==> src/rtl/led_blink_pkg.sv <==
// Shared types for the multi-channel LED blinker: channel modes, channel config
// record and the prescaler divide calculation.
package led_blink_pkg;

    // Config fields are carried at a fixed width; channels use only the low CNT_W bits.
    localparam int CFG_W = 32;

    typedef enum logic [1:0] {
        LED_OFF     = 2'd0,
        LED_ON      = 2'd1,
        LED_BLINK   = 2'd2,
        LED_ONESHOT = 2'd3
    } led_mode_t;

    typedef struct packed {
        led_mode_t          mode;
        logic [CFG_W-1:0]   period;
        logic [CFG_W-1:0]   on;
    } chan_cfg_t;

    function automatic int pre_div_calc(input int clk_hz, input int tick_hz);
        return clk_hz / tick_hz;
    endfunction

endpackage

==> src/rtl/led_blink_chan.sv <==
// One LED channel: active and pending config, tick-driven phase counter and the
// registered LED bit. New config lands at a period boundary, or at once when OFF.
module led_blink_chan
    import led_blink_pkg::*;
#(
    parameter int CNT_W = 16
) (
    input  logic      i_clk,
    input  logic      i_rst_n,
    input  logic      i_step,
    input  logic      i_sync,
    input  logic      i_wr,
    input  chan_cfg_t i_cfg,
    output logic      o_led
);

    chan_cfg_t          r_act;
    chan_cfg_t          r_pend;
    logic               r_pend_v;
    logic [CNT_W-1:0]   r_phase;
    logic               r_led;

    logic [CFG_W-1:0]   w_last;
    logic               w_boundary;

    // A period of 0 behaves as 1: every tick is a boundary.
    assign w_last     = (r_act.period == '0) ? '0 : r_act.period - CFG_W'(1);
    assign w_boundary = (r_act.mode != LED_OFF) &&
                        (i_sync || (i_step && (CFG_W'(r_phase) == w_last)));

    always_ff @(posedge i_clk or negedge i_rst_n) begin
        if (!i_rst_n) begin
            r_act    <= '0;
            r_pend   <= '0;
            r_pend_v <= 1'b0;
            r_phase  <= '0;
            r_led    <= 1'b0;
        end else begin
            // LED follows the state as it stood before this edge.
            case (r_act.mode)
                LED_OFF: r_led <= 1'b0;
                LED_ON:  r_led <= 1'b1;
                default: r_led <= (CFG_W'(r_phase) < r_act.on);
            endcase

            if (r_act.mode == LED_OFF) begin
                if (i_wr) begin
                    r_act   <= i_cfg;
                    r_phase <= '0;
                end
                r_pend_v <= 1'b0;
            end else if (w_boundary) begin
                r_phase  <= '0;
                r_pend_v <= 1'b0;
                if (i_wr) begin
                    r_act <= i_cfg;
                end else if (r_pend_v) begin
                    r_act <= r_pend;
                end else if (r_act.mode == LED_ONESHOT) begin
                    r_act.mode <= LED_OFF;
                end
            end else begin
                if (i_step) begin
                    r_phase <= r_phase + CNT_W'(1);
                end
                if (i_wr) begin
                    r_pend   <= i_cfg;
                    r_pend_v <= 1'b1;
                end
            end
        end
    end

    assign o_led = r_led;

endmodule

==> src/rtl/led_blink_ctrl.sv <==
// Multi-channel programmable LED blinker: shared prescaler, config decode and
// per-channel instances. Optional SYNC input under LED_BLINK_SYNC_EN.
module led_blink_ctrl
    import led_blink_pkg::*;
#(
    parameter  int CLK_HZ   = 40_000_000,
    parameter  int TICK_HZ  = 1_000,
    parameter  int CHANNELS = 8,
    parameter  int CNT_W    = 16,
    localparam int CH_W     = (CHANNELS > 1) ? $clog2(CHANNELS) : 1
) (
    input  logic                CLK,
    input  logic                RESET,
    input  logic                EN,
    input  logic                CFG_WE,
    input  logic [CH_W-1:0]     CFG_CH,
    input  logic [1:0]          CFG_MODE,
    input  logic [CNT_W-1:0]    CFG_PERIOD,
    input  logic [CNT_W-1:0]    CFG_ON,
`ifdef LED_BLINK_SYNC_EN
    input  logic                SYNC,
`endif
    output logic [CHANNELS-1:0] LED,
    output logic                TICK
);

    localparam int PRE_DIV = pre_div_calc(CLK_HZ, TICK_HZ);
    localparam int PRE_W   = (PRE_DIV > 1) ? $clog2(PRE_DIV) : 1;

    if (PRE_DIV < 2) begin : g_bad_div
        $error("led_blink_ctrl: CLK_HZ/TICK_HZ must be at least 2");
    end
    if (CHANNELS < 1 || CHANNELS > 32) begin : g_bad_chan
        $error("led_blink_ctrl: CHANNELS must be 1..32");
    end

    logic [PRE_W-1:0]    r_pre;
    logic                r_tick;
    logic                w_sync;
    logic                w_step;
    chan_cfg_t           w_cfg;
    logic [CHANNELS-1:0] w_led;

`ifdef LED_BLINK_SYNC_EN
    assign w_sync = SYNC;
`else
    assign w_sync = 1'b0;
`endif

    // With EN low everything freezes, including a tick already pending.
    always_ff @(posedge CLK or negedge RESET) begin
        if (!RESET) begin
            r_pre  <= '0;
            r_tick <= 1'b0;
        end else if (w_sync) begin
            r_pre  <= '0;
            r_tick <= 1'b0;
        end else if (EN) begin
            if (r_pre == PRE_W'(PRE_DIV - 1)) begin
                r_pre  <= '0;
                r_tick <= 1'b1;
            end else begin
                r_pre  <= r_pre + PRE_W'(1);
                r_tick <= 1'b0;
            end
        end
    end

    assign w_step = r_tick & EN;
    assign TICK   = w_step;

    assign w_cfg = '{mode: led_mode_t'(CFG_MODE), period: CFG_W'(CFG_PERIOD), on: CFG_W'(CFG_ON)};

    for (genvar g = 0; g < CHANNELS; g++) begin : g_chan
        logic w_wr;
        assign w_wr = CFG_WE && (CFG_CH == CH_W'(g));

        led_blink_chan #(
            .CNT_W (CNT_W)
        ) u_chan (
            .i_clk   (CLK),
            .i_rst_n (RESET),
            .i_step  (w_step),
            .i_sync  (w_sync),
            .i_wr    (w_wr),
            .i_cfg   (w_cfg),
            .o_led   (w_led[g])
        );
    end

    assign LED = w_led;

endmodule

==> config.mk <==
export PLATFORM = sky130hd
export DESIGN_NAME = led_blink_ctrl
export DESIGN_NICKNAME = d
export VERILOG_FILES = /design/src/rtl/led_blink_pkg.sv /design/src/rtl/led_blink_chan.sv /design/src/rtl/led_blink_ctrl.sv
export SDC_FILE = /design/constraint.sdc
export NUM_CORES = 2
export LEC_CHECK = 0
export ABC_AREA = 0
export CAP_MARGIN = 20
export CORE_MARGIN = 1.5
export CORE_UTILIZATION = 25
export DETAILED_ROUTE_END_ITERATION = 7
export PLACE_DENSITY = 0.44
export SYNTH_ARGS = -nofsm -noshare
export SYNTH_HDL_FRONTEND = slang
export SYNTH_HIERARCHICAL = 1
export SYNTH_SLANG_ARGS = --single-unit
==> constraint.sdc <==
create_clock -name CLK -period 7.45 [get_ports CLK]
set_input_delay 1.49 -clock CLK [delete_from_list [all_inputs] [get_ports CLK]]
set_output_delay 1.49 -clock CLK [all_outputs]
set_load 0.005 [all_outputs]
After elaboration in Yosys (flattened, before gate mapping)

Cells that the tools add are included.

Add/sub/neg operators: 17
$mul: 0
Divide/modulo/power cells: 0
Magnitude comparators: 8
Equal/unequal tests: 40
Shift-type cells: 0
Multiplexer cells: 130
Bitwise operators: 17
Reduce and logical (&&, ||, !) cells: 121

Operators by type and width:

| operator                                           | number |
|---|---|
| 2-to-1 mux 66 bit                                  | 32 |
| 2-to-1 mux 16 bit                                  | 33 |
| 2-to-1 mux 64 bit                                  | 8 |
| == test 16 x 32 -> 1 bit                           | 8 |
| logical NOT 32 bit                                 | 8 |
| less-than comparator 16 x 32 -> 1 bit              | 8 |
| 2-to-1 mux 32 bit                                  | 8 |
| subtractor 32 x 1 -> 32 bit, second input constant | 8 |
| adder 16 x 1 -> 16 bit, second input constant      | 9 |
| AND reduction 3 bit                                | 24 |
| nonzero test 3 bit                                 | 24 |
| nonzero test 2 bit                                 | 24 |
| 2-to-1 mux 2 bit                                   | 16 |
| 2-to-1 mux 1 bit                                   | 25 |
| logical AND 1 bit                                  | 24 |
| == test 16 bit, second input constant              | 1 |
| == test 2 x 1 -> 1 bit, second input constant      | 8 |
| == test 2 bit, second input constant               | 8 |
| logical NOT 2 bit                                  | 8 |
| != test 2 x 1 -> 1 bit, second input constant      | 8 |
| inverter 1 bit                                     | 16 |
| case mux 1 bit (2 select lines)                    | 8 |
| AND reduction 2 bit                                | 8 |
| == test 3 bit, second input constant               | 4 |
| 4 further kinds                                    | 5 |

Register bits after elaboration: 961
Latch bits: 0
Memory bits (writable): 0
Memory bits (read-only): 0
Input bits: 41
Output and inout port bits: 9
Word-level logic and storage cells: 407
Memories: 0

Logic depth before layout (Yosys ltp)

Depth in word-level cells: 7
Depth in mapped cells: 15
Mapped depth without buffers: 11

Modules after synthesis

The synthesis kept the hierarchy.

By module, submodules not included:

| module                                 | times used | cells each | area each (µm²) | sequential area each (µm²) |
|---|---|---|---|---|
| led_blink_chan at g_chan[0].u_chan ... | 5          | 680        | 8275.4          | 3753.6 |
| led_blink_chan at g_chan[1].u_chan ... | 2          | 637        | 8207.9          | 3753.6 |
| led_blink_chan at g_chan[7].u_chan     | 1          | 695        | 7812.5          | 3753.6 |
| led_blink_ctrl                         | 1          | 91         | 905.9           | 425.4 |

Worst setup path before layout

Ideal clock, no wire load.

Path kind: input -> register
From: input EN
To: register g_chan[0].u_chan/r_act[29] (netlist bit)
Setup time: 0.127 ns
Arrival: 4.357 ns
Data required time: 7.323 ns
Setup slack: 2.965 ns
Stages on the path: 10
Path buffers: 2
Cells stage by stage: and2_1 nor2b_1 o221ai_1 or4_1 o31ai_1 nand4_2 a21oi_2 buf_6 buf_12 mux2_1

Cells in the longest elaborated chain, start to end: 5

Ends and longest elaborated chain:

| item                          | RTL line             | text |
|---|---|---|
| from (decl)                   | led_blink_ctrl.sv:14 | `input logic EN,` |
| bitwise AND 1 bit             | led_blink_ctrl.sv:69 | `assign w_step = r_tick & EN;` |
| logical AND 1 bit             | led_blink_chan.sv:29 | `(i_sync \|\| (i_step && (CFG_W'(r_phase) == w_last)));` |
| logical AND 1 bit             | led_blink_chan.sv:28 | `assign w_boundary = (r_act.mode != LED_OFF) &&` |
| nonzero test 2 bit (no line)  | n/a                  |  |
| AND reduction 3 bit (no line) | n/a                  |  |
| to (signal assigned)          | led_blink_chan.sv:48 | `r_act <= i_cfg;` |
| to (signal assigned)          | led_blink_chan.sv:56 | `r_act <= i_cfg;` |
| to (signal assigned)          | led_blink_chan.sv:58 | `r_act <= r_pend;` |
| to (decl)                     | led_blink_chan.sv:17 | `chan_cfg_t r_act;` |

No other way between the ends.
A chain may end at the register's enable or synchronous reset.

Worst setup path in the final report

From: input EN
To: output TICK

Cells in the longest elaborated chain, start to end: 1

Ends and longest elaborated chain:

| item              | RTL line             | text |
|---|---|---|
| bitwise AND 1 bit | led_blink_ctrl.sv:69 |  |
| to (decl)         | led_blink_ctrl.sv:24 | `output logic TICK` |

No other way between the ends.

==> results.yml <==
cells_and_area:
  drive_gt1_frac: 0.258
  syn_to_final_growth_pct: 16.3
  fin_nets: 6160
  finish.utilization: 0.292
  fillers: 27300
  post-route-cell-area_mm2: 0.0773
  fin_cells: 9641
grt:
  grt_max_degree: 170
  grt_pass1_wl_um: 269000
  grt_overflow_total: 0
  grtUsageTotal: 0.126
  antenna_found_initial: 15
  grt_pass1_vias: 44600
clock_network:
  numCtsBuffers: 152
  cts.repair.resized: 0
  clkTransAtPathRegs_ns: 0.05
  ctsHoldBuffers: 0
  post_cts_buffers: 0
  worstSkewPairLatency_ns: 0.79
  cts-root-buf: "clkbuf_16"
  h-tree-depth: 4
  cts_tree: "yes"
  cts_buffer_depth: 3
  clock-sinks: 1217
drt:
  wl_um: 169000
  vias: 43100
  ant_nets: 0
  post_drt_wl_per_cell_um: 17.5
  drcViolationCount: 0
  via_per_inst: 4.47
  drtIter0Drc: 2398
  drt_pass1_iterations: 6
die:
  initial_core_util: 0.251
  dieHeight_um: 519
  die_w_um: 519
  die-area_mm2: 0.269
  core_mm2: 0.265
  io_pins: 50
  rows: 189
setup_path:
  path_max_fanout: 15
  critPathCaptureType: "output port"
  crit_type: "in2out"
  worstPathRequired_ns: 5.96
  crit_path_start_kind: "input port"
  critPathArrivalTime_ns: 4.14
power:
  combPwrFrac: 0.311
  swShare: 0.321
  p_per_area_mw_per_mm2: 352
  p_switching_mw: 8.73
  power_mw: 27.2
  seq_power_share: 0.411
  vdd_drop_max_uv: 250
  pwr-share-clk: 0.278
  power.leakage_nw: 34.5
  p_int_mw: 18.5
logic_synthesis:
  synth-edff-count: 0
  ys_seq_area_frac: 0.458
  synth-seq-cells: 1217
  ys_warn_count: 6
  synthTopCellsByArea: "dfrtp_1 (46%), mux2_2 (13%), mux2_4 (7.8%)"
  synth_cells: 5460
  async_flop_share: 1.00
  yosys.cell_types.count: 93
  ys.flop_type: "dfrtp_1"
  yosys.area.top_type: "dfrtp_1"
  synth_area_per_cell_um2: 12.2
  synth.top_cell.area_share: 0.458
  synth_area_mm2: 0.0665
worst_hold_path:
  worstHoldPathType: "reg2reg"
timing:
  period_needed_ns: 5.63
  slew_violations: 0
  finalWorstSetupSlack_ns: 1.82
  rsz0062_at_grt: "false"
  finalHoldViolCount: 0
  relSlewSlack: 0.293
  setup_tns_ns: 0
  post-route-period-util: 0.756
  skew_ns: 0.0208
  max_freq_mhz: 178
  fin_hold_ws_ns: 0.474
  tightest_slew_ns: 1.06
  setup_viol: 0
run_status:
  status: "complete, no violations"
placement:
  place_inst: 9360
  place_area_mm2: 0.0722
  place_congestion: 0.818
  io_buffers: 49
  pre_cts_ws_ns: 1.37
  dp_hpwl_um: 107000
flow_run:
  drv_cap: 0
synthesized netlist by cell type, drive strengths merged (8+ instances only):
library cell	n
and3	39
a211oi	23
dfrtp	1217
a211o	9
o31ai	12
xnor2	134
nand2b	28
nor4	125
or3	33
o211ai	22
mux2i	348
nor3	161
o41ai	8
nor2	244
nand3b	9
mux2	1196
clkbuf	148
nor3b	29
a221o	13
or2	25
a21o	50
a2111oi	16
ha	137
or4	53
nor4b	15
a31oi	67
o21ai	98
nand3	123
inv	190
o22ai	19
or3b	12
a21oi	163
o21a	23
xor2	91
nand4	72
buf	157
o22a	13
nor2b	33
o221ai	11
a22oi	10
nand2	186
o2111ai	9
area by class of cell:
cell class / count / area, um^2 / share of cell area
Clock inverter: 62 / 692 / 0.00895
Sequential cell: 1217 / 30500 / 0.394
Multi-Input combinational cell: 4272 / 35200 / 0.455
Clock buffer: 215 / 4460 / 0.0576
Tap cell: 3533 / 4420 / 0.0572
Antenna cell: 3 / 7.51 / 0.0000971
Inverter: 190 / 713 / 0.00922
Timing Repair Buffer: 149 / 1410 / 0.0182
worst max-delay path, cell delays in order:
cell and delay, ns:
clkdlybuf4s50_1 0.66, and2_2 0.82, buf_4 0.29, buf_4 0.24
clkdlybuf4s50_1 0.57
cells by family after synthesis:
family          after synthesis  synth area share
simple gates               1213             0.101
other cells                   1         0.0000564
xor+xnor                    232            0.0320
fa+ha+maj                   137            0.0258
mux                        1544             0.274
buf+inv                     495            0.0451
flops                      1217             0.458
compound gates              621            0.0636
layout by cell type (no fill, tap or decap), types with 113 or more instances in the layout:
cell type	netlist	layout
nor2_1	244	243
mux2_4	346	346
mux2i_1	348	348
xnor2_1	134	134
a21oi_1	156	156
inv_1	190	190
nor3_1	161	160
nand2_1	185	185
clkbuf_16	0	158
nor4_1	113	113
dfrtp_1	1217	1217
ha_1	137	137
conb_1	1	525
mux2_2	772	772
nand3_1	122	117
state kept, by name, summed over array words and instances, names as in the netlist:
signal                  cells
g_chan.u_chan/r_pend      528
g_chan.u_chan/r_act       528
r_tick                      1
r_pre                      16
g_chan.u_chan/r_phase     128
g_chan.u_chan/o_led         8
g_chan.u_chan/r_pend_v      8
layer usage:
layer	global-route usage	share of wire	vias to the layer above
met5	0	0.000071	-
met4	0.0393	0.025	2
met3	0.0173	0.029	201
met2	0.205	0.47	546
met1	0.172	0.48	21900
li1	-	-	20500
power groups by stage:
stage,logic [mW],clock network (mW),registers (mW)
3_3_place_gp,8.39,0,11.2
6_report,8.47,7.57,11.2
5_1_grt,9.40,8.13,11.6
2_1_floorplan,7.17,0,10.5
3_5_place_dp,8.55,0,11.3
4_1_cts,8.61,7.87,11.2
path summary, 6_finish.rpt:
kind	from	endpoint	slack, ns	cells past startpoint
max in group asynchronous	RESET	g_chan[0].u_chan/r_pend[46]	5.12	3
min in group asynchronous	RESET	g_chan[1].u_chan/r_pend[58]	0.69	1
worst max register to register	g_chan[1].u_chan/r_act[32]	g_chan[1].u_chan/r_pend[3]	2.66	12
worst max-delay path	EN	TICK	1.82	5
worst min register to register	r_tick	r_tick	0.47	1
worst min-delay path	r_tick	r_tick	0.47	1
No activity file was read; power rests on OpenSTA's default activity.
